<file path="src/rtl/tdc_pkg.sv">
// Shared types and constants for the TDC hamming-weight accumulator.
package tdc_pkg;

  typedef enum logic [1:0] {
    ST_IDLE,
    ST_ACCUM,
    ST_EMIT
  } accum_state_t;

  // Position of the sticky overrange flag inside the status byte.
  localparam int OVR_BIT = 0;

  // Number of whole bytes needed to carry a value of the given width.
  function automatic int sum_bytes(input int sum_w);
    return (sum_w + 7) / 8;
  endfunction

endpackage

</file>
<file path="src/rtl/tdc_hw_accum_if.sv">
// Byte-stream valid/ready port carrying the accumulator result packet.
interface tdc_hw_accum_if;
  logic       out_valid;
  logic       out_ready;
  logic [7:0] out_data;
  logic       out_last;

  modport master (output out_valid, output out_data, output out_last, input out_ready);
  modport slave  (input out_valid, input out_data, input out_last, output out_ready);
endinterface

</file>
<file path="src/rtl/tdc_byte_ser.sv">
// Loads a packed packet (byte 0 in the LSBs) and streams it out one byte per
// handshake, flagging the final byte with out_last.
module tdc_byte_ser #(
  parameter int NBYTES = 6
) (
  input  logic                clk,
  input  logic                rst_n,
  input  logic                en_i,
  input  logic                load_i,
  input  logic [NBYTES*8-1:0] pkt_i,
  output logic                active_o,
  output logic                done_o,
  tdc_hw_accum_if.master      out
);
  localparam int              IDX_W    = $clog2(NBYTES);
  localparam logic [IDX_W-1:0] LAST_IDX = IDX_W'(NBYTES - 1);

  logic                valid_q, valid_d;
  logic [IDX_W-1:0]    idx_q, idx_d;
  logic [NBYTES*8-1:0] pkt_q, pkt_d;
  logic                is_last;
  logic                xfer;

  assign is_last = valid_q && (idx_q == LAST_IDX);
  assign xfer    = valid_q && out.out_ready && en_i;

  // Load a fresh packet when idle, otherwise shift one byte out per transfer.
  always_comb begin
    valid_d = valid_q;
    idx_d   = idx_q;
    pkt_d   = pkt_q;
    if (en_i) begin
      if (load_i && !valid_q) begin
        valid_d = 1'b1;
        idx_d   = '0;
        pkt_d   = pkt_i;
      end else if (xfer) begin
        pkt_d = pkt_q >> 8;
        if (is_last) begin
          valid_d = 1'b0;
          idx_d   = '0;
        end else begin
          idx_d = idx_q + IDX_W'(1);
        end
      end
    end
  end

  // Serializer state register.
  always_ff @(posedge clk or negedge rst_n) begin
    if (!rst_n) begin
      valid_q <= 1'b0;
      idx_q   <= '0;
      pkt_q   <= '0;
    end else begin
      valid_q <= valid_d;
      idx_q   <= idx_d;
      pkt_q   <= pkt_d;
    end
  end

  assign out.out_valid = valid_q;
  assign out.out_data  = valid_q ? pkt_q[7:0] : 8'h00;
  assign out.out_last  = is_last;
  assign active_o      = valid_q;
  assign done_o        = xfer && is_last;

endmodule

</file>
<file path="src/rtl/tdc_hw_accum.sv">
// Collects 2**LOG_SAMPLES hamming-weight samples per run, tracks min/max/sum
// and an overrange flag, then hands the result packet to the byte serializer.
//
//   state    | meaning
//   ---------+-----------------------------------------------------------
//   ST_IDLE  | waiting for start; stats hold the last run's values
//   ST_ACCUM | accepting samples until the final one of the run
//   ST_EMIT  | packet loaded into serializer, waiting for last byte
module tdc_hw_accum
  import tdc_pkg::*;
#(
  parameter int N           = 64,
  parameter int HW_W        = $clog2(N) + 1,
  parameter int LOG_SAMPLES = 8
) (
  input  logic            clk,
  input  logic            rst_n,
  input  logic            en,
  input  logic            start,
  input  logic            hw_valid,
  input  logic [HW_W-1:0] hw,
  output logic            busy,
  tdc_hw_accum_if.master  out
);
  localparam int              SUM_W     = HW_W + LOG_SAMPLES;
  localparam int              SUM_BYTES = sum_bytes(SUM_W);
  localparam int              PKT_BYTES = 4 + SUM_BYTES;
  localparam logic [HW_W-1:0] N_HW      = HW_W'(N);

  accum_state_t           state_q, state_d;
  logic [HW_W-1:0]        min_q, min_d;
  logic [HW_W-1:0]        max_q, max_d;
  logic [SUM_W-1:0]       sum_q, sum_d;
  logic [LOG_SAMPLES-1:0] cnt_q, cnt_d;
  logic                   ovr_q, ovr_d;
  logic [HW_W-1:0]        hw_clamp;
  logic [HW_W-1:0]        mean;
  logic [7:0]             status_b;
  logic [PKT_BYTES*8-1:0] pkt;
  logic                   ser_load;
  logic                   ser_active;
  logic                   ser_done;

  assign hw_clamp = (hw > N_HW) ? N_HW : hw;
  // Sum is sized so the shifted mean always fits back into HW_W.
  assign mean     = HW_W'(sum_q >> LOG_SAMPLES);
  assign status_b = 8'(ovr_q) << OVR_BIT;
  assign pkt      = {(SUM_BYTES*8)'(sum_q), 8'(mean), 8'(max_q), 8'(min_q), status_b};
  assign busy     = (state_q != ST_IDLE);

  // Next state, sample accumulation and packet load; en low holds everything.
  always_comb begin
    state_d  = state_q;
    min_d    = min_q;
    max_d    = max_q;
    sum_d    = sum_q;
    cnt_d    = cnt_q;
    ovr_d    = ovr_q;
    ser_load = 1'b0;
    if (en) begin
      case (state_q)
        ST_IDLE: begin
          if (start) begin
            state_d = ST_ACCUM;
            min_d   = '1;
            max_d   = '0;
            sum_d   = '0;
            cnt_d   = '0;
            ovr_d   = 1'b0;
          end
        end
        ST_ACCUM: begin
          if (hw_valid) begin
            if (hw > N_HW) ovr_d = 1'b1;
            if (hw_clamp < min_q) min_d = hw_clamp;
            if (hw_clamp > max_q) max_d = hw_clamp;
            sum_d = sum_q + SUM_W'(hw_clamp);
            cnt_d = cnt_q + LOG_SAMPLES'(1);
            if (&cnt_q) state_d = ST_EMIT;
          end
        end
        ST_EMIT: begin
          ser_load = !ser_active;
          if (ser_done) state_d = ST_IDLE;
        end
        default: state_d = ST_IDLE;
      endcase
    end
  end

  // FSM and datapath registers; reset aborts any run in flight.
  always_ff @(posedge clk or negedge rst_n) begin
    if (!rst_n) begin
      state_q <= ST_IDLE;
      min_q   <= '1;
      max_q   <= '0;
      sum_q   <= '0;
      cnt_q   <= '0;
      ovr_q   <= 1'b0;
    end else begin
      state_q <= state_d;
      min_q   <= min_d;
      max_q   <= max_d;
      sum_q   <= sum_d;
      cnt_q   <= cnt_d;
      ovr_q   <= ovr_d;
    end
  end

  tdc_byte_ser #(
    .NBYTES (PKT_BYTES)
  ) u_ser (
    .clk      (clk),
    .rst_n    (rst_n),
    .en_i     (en),
    .load_i   (ser_load),
    .pkt_i    (pkt),
    .active_o (ser_active),
    .done_o   (ser_done),
    .out      (out)
  );

endmodule
</file>
<file path="src/flat_wrapper.sv">
// flat-port wrapper written by rule: the top's interface ports become plain ports
module tdc_hw_accum_flat import tdc_pkg::*;
#(
  parameter int N           = 64,
  parameter int HW_W        = $clog2(N) + 1,
  parameter int LOG_SAMPLES = 8
)
  (clk, rst_n, en, start, hw_valid, hw, busy, out_out_valid, out_out_data, out_out_last, out_out_ready);
  tdc_hw_accum_if out_i ();
  input  logic clk;
  input  logic rst_n;
  input  logic en;
  input  logic start;
  input  logic hw_valid;
  input  logic [HW_W-1:0] hw;
  output logic busy;
  output wire logic [$bits(out_i.out_valid)-1:0] out_out_valid;
  output wire logic [$bits(out_i.out_data)-1:0] out_out_data;
  output wire logic [$bits(out_i.out_last)-1:0] out_out_last;
  input wire logic [$bits(out_i.out_ready)-1:0] out_out_ready;
  assign out_out_valid = out_i.out_valid;
  assign out_out_data = out_i.out_data;
  assign out_out_last = out_i.out_last;
  assign out_i.out_ready = out_out_ready;
  tdc_hw_accum #(.N(N), .HW_W(HW_W), .LOG_SAMPLES(LOG_SAMPLES)) u_core (.clk(clk), .rst_n(rst_n), .en(en), .start(start), .hw_valid(hw_valid), .hw(hw), .busy(busy), .out(out_i));
endmodule
</file>
<file path="config.mk">
export PLATFORM = sky130hd
export DESIGN_NAME = tdc_hw_accum_flat
export DESIGN_NICKNAME = d
export VERILOG_FILES = /design/src/rtl/tdc_pkg.sv /design/src/rtl/tdc_hw_accum_if.sv /design/src/rtl/tdc_byte_ser.sv /design/src/rtl/tdc_hw_accum.sv /design/src/flat_wrapper.sv
export SDC_FILE = /design/constraint.sdc
export NUM_CORES = 1
export LEC_CHECK = 0
export CORE_MARGIN = 2
export CORE_UTILIZATION = 49
export CTS_CLUSTER_SIZE = 14
export DETAILED_ROUTE_END_ITERATION = 16
export PLACE_DENSITY_LB_ADDON = 0.3
export SETUP_SLACK_MARGIN = 0.3
export SLEW_MARGIN = 20
export SYNTH_ARGS = -nofsm -noshare
export SYNTH_HDL_FRONTEND = slang
export SYNTH_SLANG_ARGS = --single-unit
</file>
<file path="constraint.sdc">
create_clock -name clk -period 4.3 [get_ports clk]
set_input_delay 0.86 -clock clk [delete_from_list [all_inputs] [get_ports clk]]
set_output_delay 0.86 -clock clk [all_outputs]
set_load 0.01 [all_outputs]
</file>
==> metrics.md, run 1 <==
| Metric | Value |
|---|---|
| Mux cell area share after synthesis | `2.407%` |
| Vias per inst | `5.823` |
| Buffers inserted by post-CTS timing repair | `0` |
| Total Neg Setup Slack | `0 ns` |
| Design area | `between 0.005 and 0.006 mm^2` |
| R2R Setup Slk | `1.96 ns` |
| Cell count of the worst hold path | `2` |
| Final nets | `526` |
| RSZ-0062 raised after global routing | `no` |
| Hold crit path type | `reg2reg` |
| Leading cell type in the layout, fill and taps excluded | `nand2_1` |
| Max Cap Violations | `0` |
| FILL cells | `815` |
| FF-to-FF End | `u_core.min_q[0]$_DFFE_PN1P_` |
| Area share of fa/ha/maj cells after synthesis | `6.652%` |
| RD Place Congestion | `0.9202` |
| WL/cell | `between 15 and 20 um` |
| ANT nets after route | `0` |
| First-pass GRT wire length | `17.28 mm` |
| Max_slew headroom | `33.76%` |
| PortBufs | `23` |
| Most used DFF post-synth | `dfrtp_1` |
| CP peak stage delay | `0.63 ns` |
| CTS Buf Count | `9` |
| Final slew viol count | `0` |
| Crit. End Element | `register` |
| GRT Residual Overflow | `0` |
| Startpoint class of the critical path | `input pin` |
| Initial DRC count | `190` |
| Worst Path Required | `4.58 ns` |
| Die width | `101.2 um` |
| Latest clock arrival within the worst-skew pair | `0.36 ns` |
| Max Clk Rate | `303.5 MHz` |
| Worst Reg-to-Reg Cells | `7` |
| Largest family of logic cells by synthesized area | `compound AO/OA/AOI/OAI gates` |
| Die Ht | `101.2 um` |
| Clock sinks | `91` |
| Cell family with most CP delay | `compound AO/OA/AOI/OAI gates` |
| Synth async-reset ratio | `100.0%` |
| CTS Buffer Depth | `2` |
| Area Overhead vs Synth | `12.09%` |
| Initial Util | `50.31%` |
| Critical path buffers and inverters | `2` |
| RR Startpoint | `u_core.state_q[0]$_DFFE_PN0P_` |
| P_leak | `2.578 nW` |
| Avg Cell Area, Syn | `9.845 um^2` |
| Number of synthesized flops with an enable pin | `0` |
| Via Count | `3523` |
| Worst-path maximum fanout | `6` |
| Setup violations, final | `0` |
| Initial antenna violation count | `0` |
| Drt drc | `0` |
| CP Data Arrival Time | `3.58 ns` |
| Hold Buf Count CTS | `0` |
| Total track usage | `21.69%` |
| Hold Path Origin | `u_core.u_ser.pkt_q[0]$_DFFE_PN0P_` |
| Synth Area in Compound Gates | `18.60%` |
| Area post-placement | `around 0.0050 mm^2` |
| Total wire length | `10.22 mm` |
| Clock Tree Root | `clkbuf_8` |
| Simple-Gate Fraction of Synth Area | `16.66%` |
| Flops & latches, synth | `91` |
| I/O Pins | `24` |
| YS warnings | `0` |
| Detailed placer's ending HPWL | `7.278 mm` |
| Actual slew at the worst max-slew pin | `0.9913 ns` |
| XOR/XNOR share of the synthesized area | `~2.1%` |
| Pre-Repair DR Iteration Count | `5` |
| Cell variety after synth | `46` |
| Tcrit/Tclk final | `76.63%` |
| Min Tclk post-route | `3.295 ns` |
| Most frequent cells in the layout | `88 x nand2_1, 84 x dfrtp_1, 29 x a22oi_1` |
| # rows | `35` |
| Post-CTS Resized | `0` |
| Layout cells sized above 1 | `9.109%` |
| CTS tree | `built` |
| # H-tree levels | `3` |
| Pwr dens | `between 400 and 500 mW/mm^2` |
| Synthesized cell area | `0.004627 mm^2` |
| Hold EP | `u_core.u_ser.pkt_q[0]$_DFFE_PN0P_` |
| Core Area | `0.009196 mm^2` |
| Die ar. | `0.01024 mm^2` |
| Largest net degree at the start of global routing | `69` |
| Worst path cell trace | `clkdlybuf4s50_1 -> nand2b_1 -> inv_1 -> ha_1 -> fa_1 -> a211oi_1 -> o211ai_1 -> and2_1 -> a21o_1 -> a21oi_1` |
| Sequential share of the synthesized area | `49.41%` |
| Worst-path clk slew | `0.10 ns` |
| Crit path kind | `in2reg` |
| Status | `completed` |
| Final Hold Vio Count | `0` |
| Crit-path slowest cell | `clkdlybuf4s50_1` |
| Post-Synthesis Cells | `470` |
| Post-Syn Nets | `between 500 and 600` |
| Ant. Diodes | `0` |
| Vias in the first global route | `3429` |
| Clk_skew | `roughly 0.0087 ns` |
| Maximum vdd drop | `263.2 uV` |
==> state kept, by name, summed over array words and instances, names as in the netlist <==
register and count:
u_core.cnt_q 8, u_core.max_q 7, u_core.min_q 7, u_core.ovr_q 1, u_core.state_q 2, u_core.sum_q 15, u_core.u_ser.active_o 1, u_core.u_ser.idx_q 3
u_core.u_ser.pkt_q 47
==> metrics by stage <==
step / setup slack, ns / util (%) / std cells / hold WS (ns) / power, W
after global routing: 0.8231 / 56.39 / 605 / 0.5050 / 0.002518
after CTS: 1.041 / 56.39 / 605 / 0.4834 / 0.002382
after global placement: 0.7253 / 54.04 / 589 / 0.4545 / 0.001730
after floorplan: 1.580 / - / 470 / 0.4383 / 0.001545
final: 1.005 / 56.39 / 605 / 0.4820 / 0.002375
after detailed placement: 0.6657 / 54.04 / 589 / 0.4591 / 0.001751
==> power breakdown <==
part	switching [W]	leakage (nW)	total [W]	internal, W
Combinational	0.000313	1.27	0.000568	0.000255
Clock	0.000333	0.111	0.000631	0.000298
Sequential	0.000167	1.20	0.00118	0.00101
Total	0.000813	2.58	0.00237	0.00156
==> Yosys cell counts (3+ instances only) <==
cell,number,area (um^2)
nand2_1,88,330.3
dfrtp_1,84,2102
a22oi_1,29,217.7
inv_1,25,93.84
a22o_1,23,201.4
ha_1,23,287.8
o21ai_0,23,115.1
nor2_1,21,78.83
a21oi_1,15,75.07
clkbuf_1,15,56.30
and2_1,10,62.56
nand3_1,9,45.04
nand4_1,9,56.30
dfstp_2,7,183.9
a211oi_1,6,45.04
a21o_1,6,45.04
and3_1,6,37.54
mux2_2,6,67.56
xor2_1,6,52.55
nor2b_1,5,31.28
o2bb2ai_1,5,43.79
xnor2_1,5,43.79
buf_1,4,15.01
o211ai_1,4,30.03
a31oi_1,3,18.77
mux2i_1,3,30.03
nand2b_1,3,18.77
nor3_1,3,15.01
nor4_1,3,18.77
==> worst register-to-register path: stages, from the launching register on <==
cell and delay [ns]:
dfrtp_1 0.50, buf_4 0.24, mux2i_2 0.36, or2_1 0.19, buf_4 0.24, nor3_4 0.08, a21oi_4 0.28, mux2_2 0.38
==> layer usage <==
layer / vias to the layer above / track usage (%) / wire (um)
li1: 1706 / - / -
met5: - / 0 / 0
met3: 15 / 2.484 / 413
met1: 1711 / 32.46 / 5028
met4: 0 / 8.108 / 155
met2: 91 / 32.65 / 4627
==> cell type report <==
class / count / area (um^2) / area share, %
Multi-Input combinational cell: 331 / 2163 / 41.71
Clock buffer: 10 / 137.6 / 2.654
Sequential cell: 91 / 2286 / 44.08
Timing Repair Buffer: 31 / 287.8 / 5.549
Tap cell: 111 / 138.9 / 2.678
Inverter: 25 / 93.84 / 1.809
Clock inverter: 6 / 78.83 / 1.520
==> worst max-delay path by stage <==
stage,startpoint,endpoint,cells after the start
finish,hw[6],u_core.sum_q[12]$_DFFE_PN0P_,10
global route,hw[6],u_core.sum_q[12]$_DFFE_PN0P_,10
CTS,hw[6],u_core.sum_q[12]$_DFFE_PN0P_,10
detailed placement,hw[6],u_core.sum_q[12]$_DFFE_PN0P_,10
global placement,hw[6],u_core.sum_q[12]$_DFFE_PN0P_,10
floorplan,hw[6],u_core.sum_q[12]$_DFFE_PN0P_,9
==> kinds of logic after synthesis <==
group,Yosys count
compound gates,121
mux,10
buf+inv,48
xor+xnor,11
simple gates,165
flops,91
fa+ha+maj,24
No activity file was read; power rests on OpenSTA's default activity.
==> run 2: changes to the inputs <==
Clock period 4.3 ns to 2.7 ns, I/O delays scaled along.
==> metrics.md, run 2 (same netlist as run 1, synthesis figures left out) <==
| Metric | Value |
|---|---|
| Sequential share of power | `46.5% (was 49.5%)` |
| Total Neg Setup Slack | `0 ns (unchanged)` |
| Latest clock arrival within the worst-skew pair | `0.37 ns (was 0.36 ns)` |
| Layout cells sized above 1 | `17.88% (was 9.109%)` |
| Final nets | `569 (was 526)` |
| # rows | `35 (unchanged)` |
| First-pass GRT wire length | `18.62 mm (was 17.28 mm)` |
| Worst path cell trace | `dlygate4sd2_1 -> nand2b_1 -> inv_1 -> ha_1 -> fa_2 -> a211oi_2 -> o211ai_1 -> buf_4 -> nand4_1 -> xor2_1 -> nor2_1 (was clkdlybuf4s50_1 -> nand2b_1 -> inv_1 -> ha_1 -> fa_1 -> a211oi_1 -> o211ai_1 -> and2_1 -> a21o_1 -> a21oi_1)` |
| Power, Total | `0.004021 W (was 0.002375 W)` |
| Min Tclk post-route | `about 2.3 ns` |
| Area Overhead vs Synth | `20.09% (was 12.09%)` |
| Clock sinks | `91 (unchanged)` |
| Die ar. | `0.01024 mm^2 (unchanged)` |
| Fin worst setup slack | `0.4143 ns (was 1.005 ns)` |
| Top reg by flops | `u_core.u_ser.pkt_q (unchanged)` |
| Max Cap Violations | `0 (unchanged)` |
| Crit-path slowest cell | `fa_2 (was clkdlybuf4s50_1)` |
| Worst Reg-to-Reg Cells | `8 (was 7)` |
| Combinational share of power | `26.9% (was 23.9%)` |
| Cells after DPL | `630 (was 589)` |
| Pre-Repair DR Iteration Count | `5 (unchanged)` |
| RD Place Congestion | `0.8970 (was 0.9202)` |
| FILL cells | `782 (was 815)` |
| Initial DRC count | `228 (was 190)` |
| Hold Buf Count CTS | `0 (unchanged)` |
| Total track usage | `23.46% (was 21.69%)` |
| Largest register FFs | `47 (unchanged)` |
| Max Clk Rate | `437.5 MHz` |
| Post-route insts no fill | `648 (was 605)` |
| P_sw | `0.001345 W (was 0.0008130 W)` |
| Pwr dens | `723.7 mW/mm^2 (was 457.9 mW/mm^2)` |
| Initial Util | `50.31% (unchanged)` |
| Final slew viol count | `0 (unchanged)` |
| P_leak | `2.822 nW (was 2.578 nW)` |
| R2R Setup Slk | `0.61 ns (was 1.96 ns)` |
| Most frequent cells in the layout | `88 x nand2_1, 84 x dfrtp_1, 51 x buf_4 (was 88 x nand2_1, 84 x dfrtp_1, 29 x a22oi_1)` |
| GRT Residual Overflow | `0 (unchanged)` |
| Critical path buffers and inverters | `3 (was 2)` |
| CP Data Arrival Time | `2.55 ns (was 3.58 ns)` |
| Vias in the first global route | `3656 (was 3429)` |
| WL/cell | `17.08 um (was 16.90 um)` |
| Initial antenna violation count | `0 (unchanged)` |
| Hold crit path type | `in2async (was reg2reg)` |
| Startpoint class of the critical path | `input pin (unchanged)` |
| Worst-path maximum fanout | `4 (was 6)` |
| CTS Buf Count | `9 (unchanged)` |
| Crit path kind | `in2reg (unchanged)` |
| ANT nets after route | `0 (unchanged)` |
| # H-tree levels | `3 (unchanged)` |
| CTS Buffer Depth | `2 (unchanged)` |
| Maximum vdd drop | `362.6 uV (was 263.2 uV)` |
| Post-layout util | `60.42% (was 56.39%)` |
| Clk_skew | `0.01050 ns (was 0.008713 ns)` |
| Worst-path clk slew | `0.10 ns (about the same)` |
| Largest regs | `u_core.u_ser.pkt_q: 47 flops, u_core.sum_q: 15 flops, u_core.cnt_q: 8 flops (unchanged)` |
| Net Sw Frac | `33.45% (was 34.23%)` |
| Clk pwr share | `26.6% (about the same)` |
| Clock Tree Root | `clkbuf_8 (unchanged)` |
| Leading cell type in the layout, fill and taps excluded | `nand2_1 (unchanged)` |
| Die width | `101.2 um (unchanged)` |
| Setup violations, final | `0 (unchanged)` |
| Detailed placer's ending HPWL | `7.933 mm (was 7.278 mm)` |
| CP Depth | `11 (was 10)` |
| Largest net degree at the start of global routing | `70 (was 69)` |
| Max_slew headroom | `33.67% (was 33.76%)` |
| I/O Pins | `24 (unchanged)` |
| Via Count | `3754 (was 3523)` |
| Crit. End Element | `register (unchanged)` |
| Core Area | `0.009196 mm^2 (unchanged)` |
| Ant. Diodes | `0 (unchanged)` |
| Pre-CTS setup slack | `-0.2575 ns (was 0.6657 ns)` |
| Tcrit/Tclk final | `84.66%` |
| PortBufs | `23 (unchanged)` |
| Die Ht | `101.2 um (unchanged)` |
| CP peak stage delay | `0.35 ns (was 0.63 ns)` |
| Pint | `0.002676 W (was 0.001562 W)` |
| CTS tree | `built (unchanged)` |
| Drt drc | `0 (unchanged)` |
| Final Hold Vio Count | `0 (unchanged)` |
| Worst Path Required | `2.96 ns (was 4.58 ns)` |
| RSZ-0062 raised after global routing | `no (unchanged)` |
| Vias per inst | `5.793 (was 5.823)` |
| Total wire length | `11.07 mm (was 10.22 mm)` |
| Status | `completed (unchanged)` |
| Cell family with most CP delay | `adder cells (was compound AO/OA/AOI/OAI gates)` |
| Actual slew at the worst max-slew pin | `0.9926 ns (was 0.9913 ns)` |
[run 2: cell count changes in the layout (fill, tap and decap cells not counted), moves of 3 or more]
cell	before	now
o21ai_1	0	4
buf_4	9	51
o21ai_0	23	19
clkdlybuf4s50_1	22	19
[run 2: final timing paths]
path	from	to
min reg2reg	u_core.u_ser.pkt_q[28]$_DFFE_PN0P_	u_core.u_ser.pkt_q[28]$_DFFE_PN0P_
min	rst_n	u_core.u_ser.pkt_q[3]$_DFFE_PN0P_
max reg2reg	u_core.sum_q[0]$_DFFE_PN0P_	u_core.sum_q[14]$_DFFE_PN0P_
max	hw[6]	u_core.sum_q[14]$_DFFE_PN0P_
max in group asynchronous	rst_n	u_core.min_q[0]$_DFFE_PN1P_
min in group clk	u_core.u_ser.pkt_q[28]$_DFFE_PN0P_	u_core.u_ser.pkt_q[28]$_DFFE_PN0P_
[run 2: through the flow]
stage                     instance area (um^2)  hold slack, ns
after floorplan                           4632          0.2444
after global placement                    5295          0.4525
after detailed placement                  5295          0.4599
after CTS                                 5524         0.05904
after global routing                      5557         0.07080
final                                     5557         0.06013
[run 2: layout make-up]
cell class	count	area (um^2)	area share [%]
Sequential cell	91	2286	41.14
Multi-Input combinational cell	331	2182	39.27
Timing Repair Buffer	74	626.9	11.28
Tap cell	111	138.9	2.499
Clock buffer	9	123.9	2.229
Clock inverter	7	105.1	1.891
Inverter	25	93.84	1.689
[run 2: repair_timing]
item | in CTS | in global routing
gates resized for setup | 4 | 11
setup endpoints to repair | 24 | 22
pin swaps | 3 | 3
endpoints found under the hold margin | 0 | 0
setup buffers | 0 | 2
[run 2: power by group through the flow]
stage               combinational [W]  sequential [W]  clock, W
global placement             0.000994         0.00187         0
floorplan                    0.000697         0.00177         0
global route                  0.00123         0.00190   0.00114
finish                        0.00108         0.00187   0.00107
detailed placement            0.00104         0.00188         0
CTS                           0.00105         0.00186   0.00109
[run 2: layer usage]
layer | vias to the layer above | share of wire (%) | global-route usage, %
li1 | 1788 | - | -
met1 | 1852 | 48 | 34.65
met2 | 101 | 47 | 35.51
met3 | 13 | 4.4 | 3.244
met4 | 0 | 1.1 | 8.524
met5 | - | 0 | 0
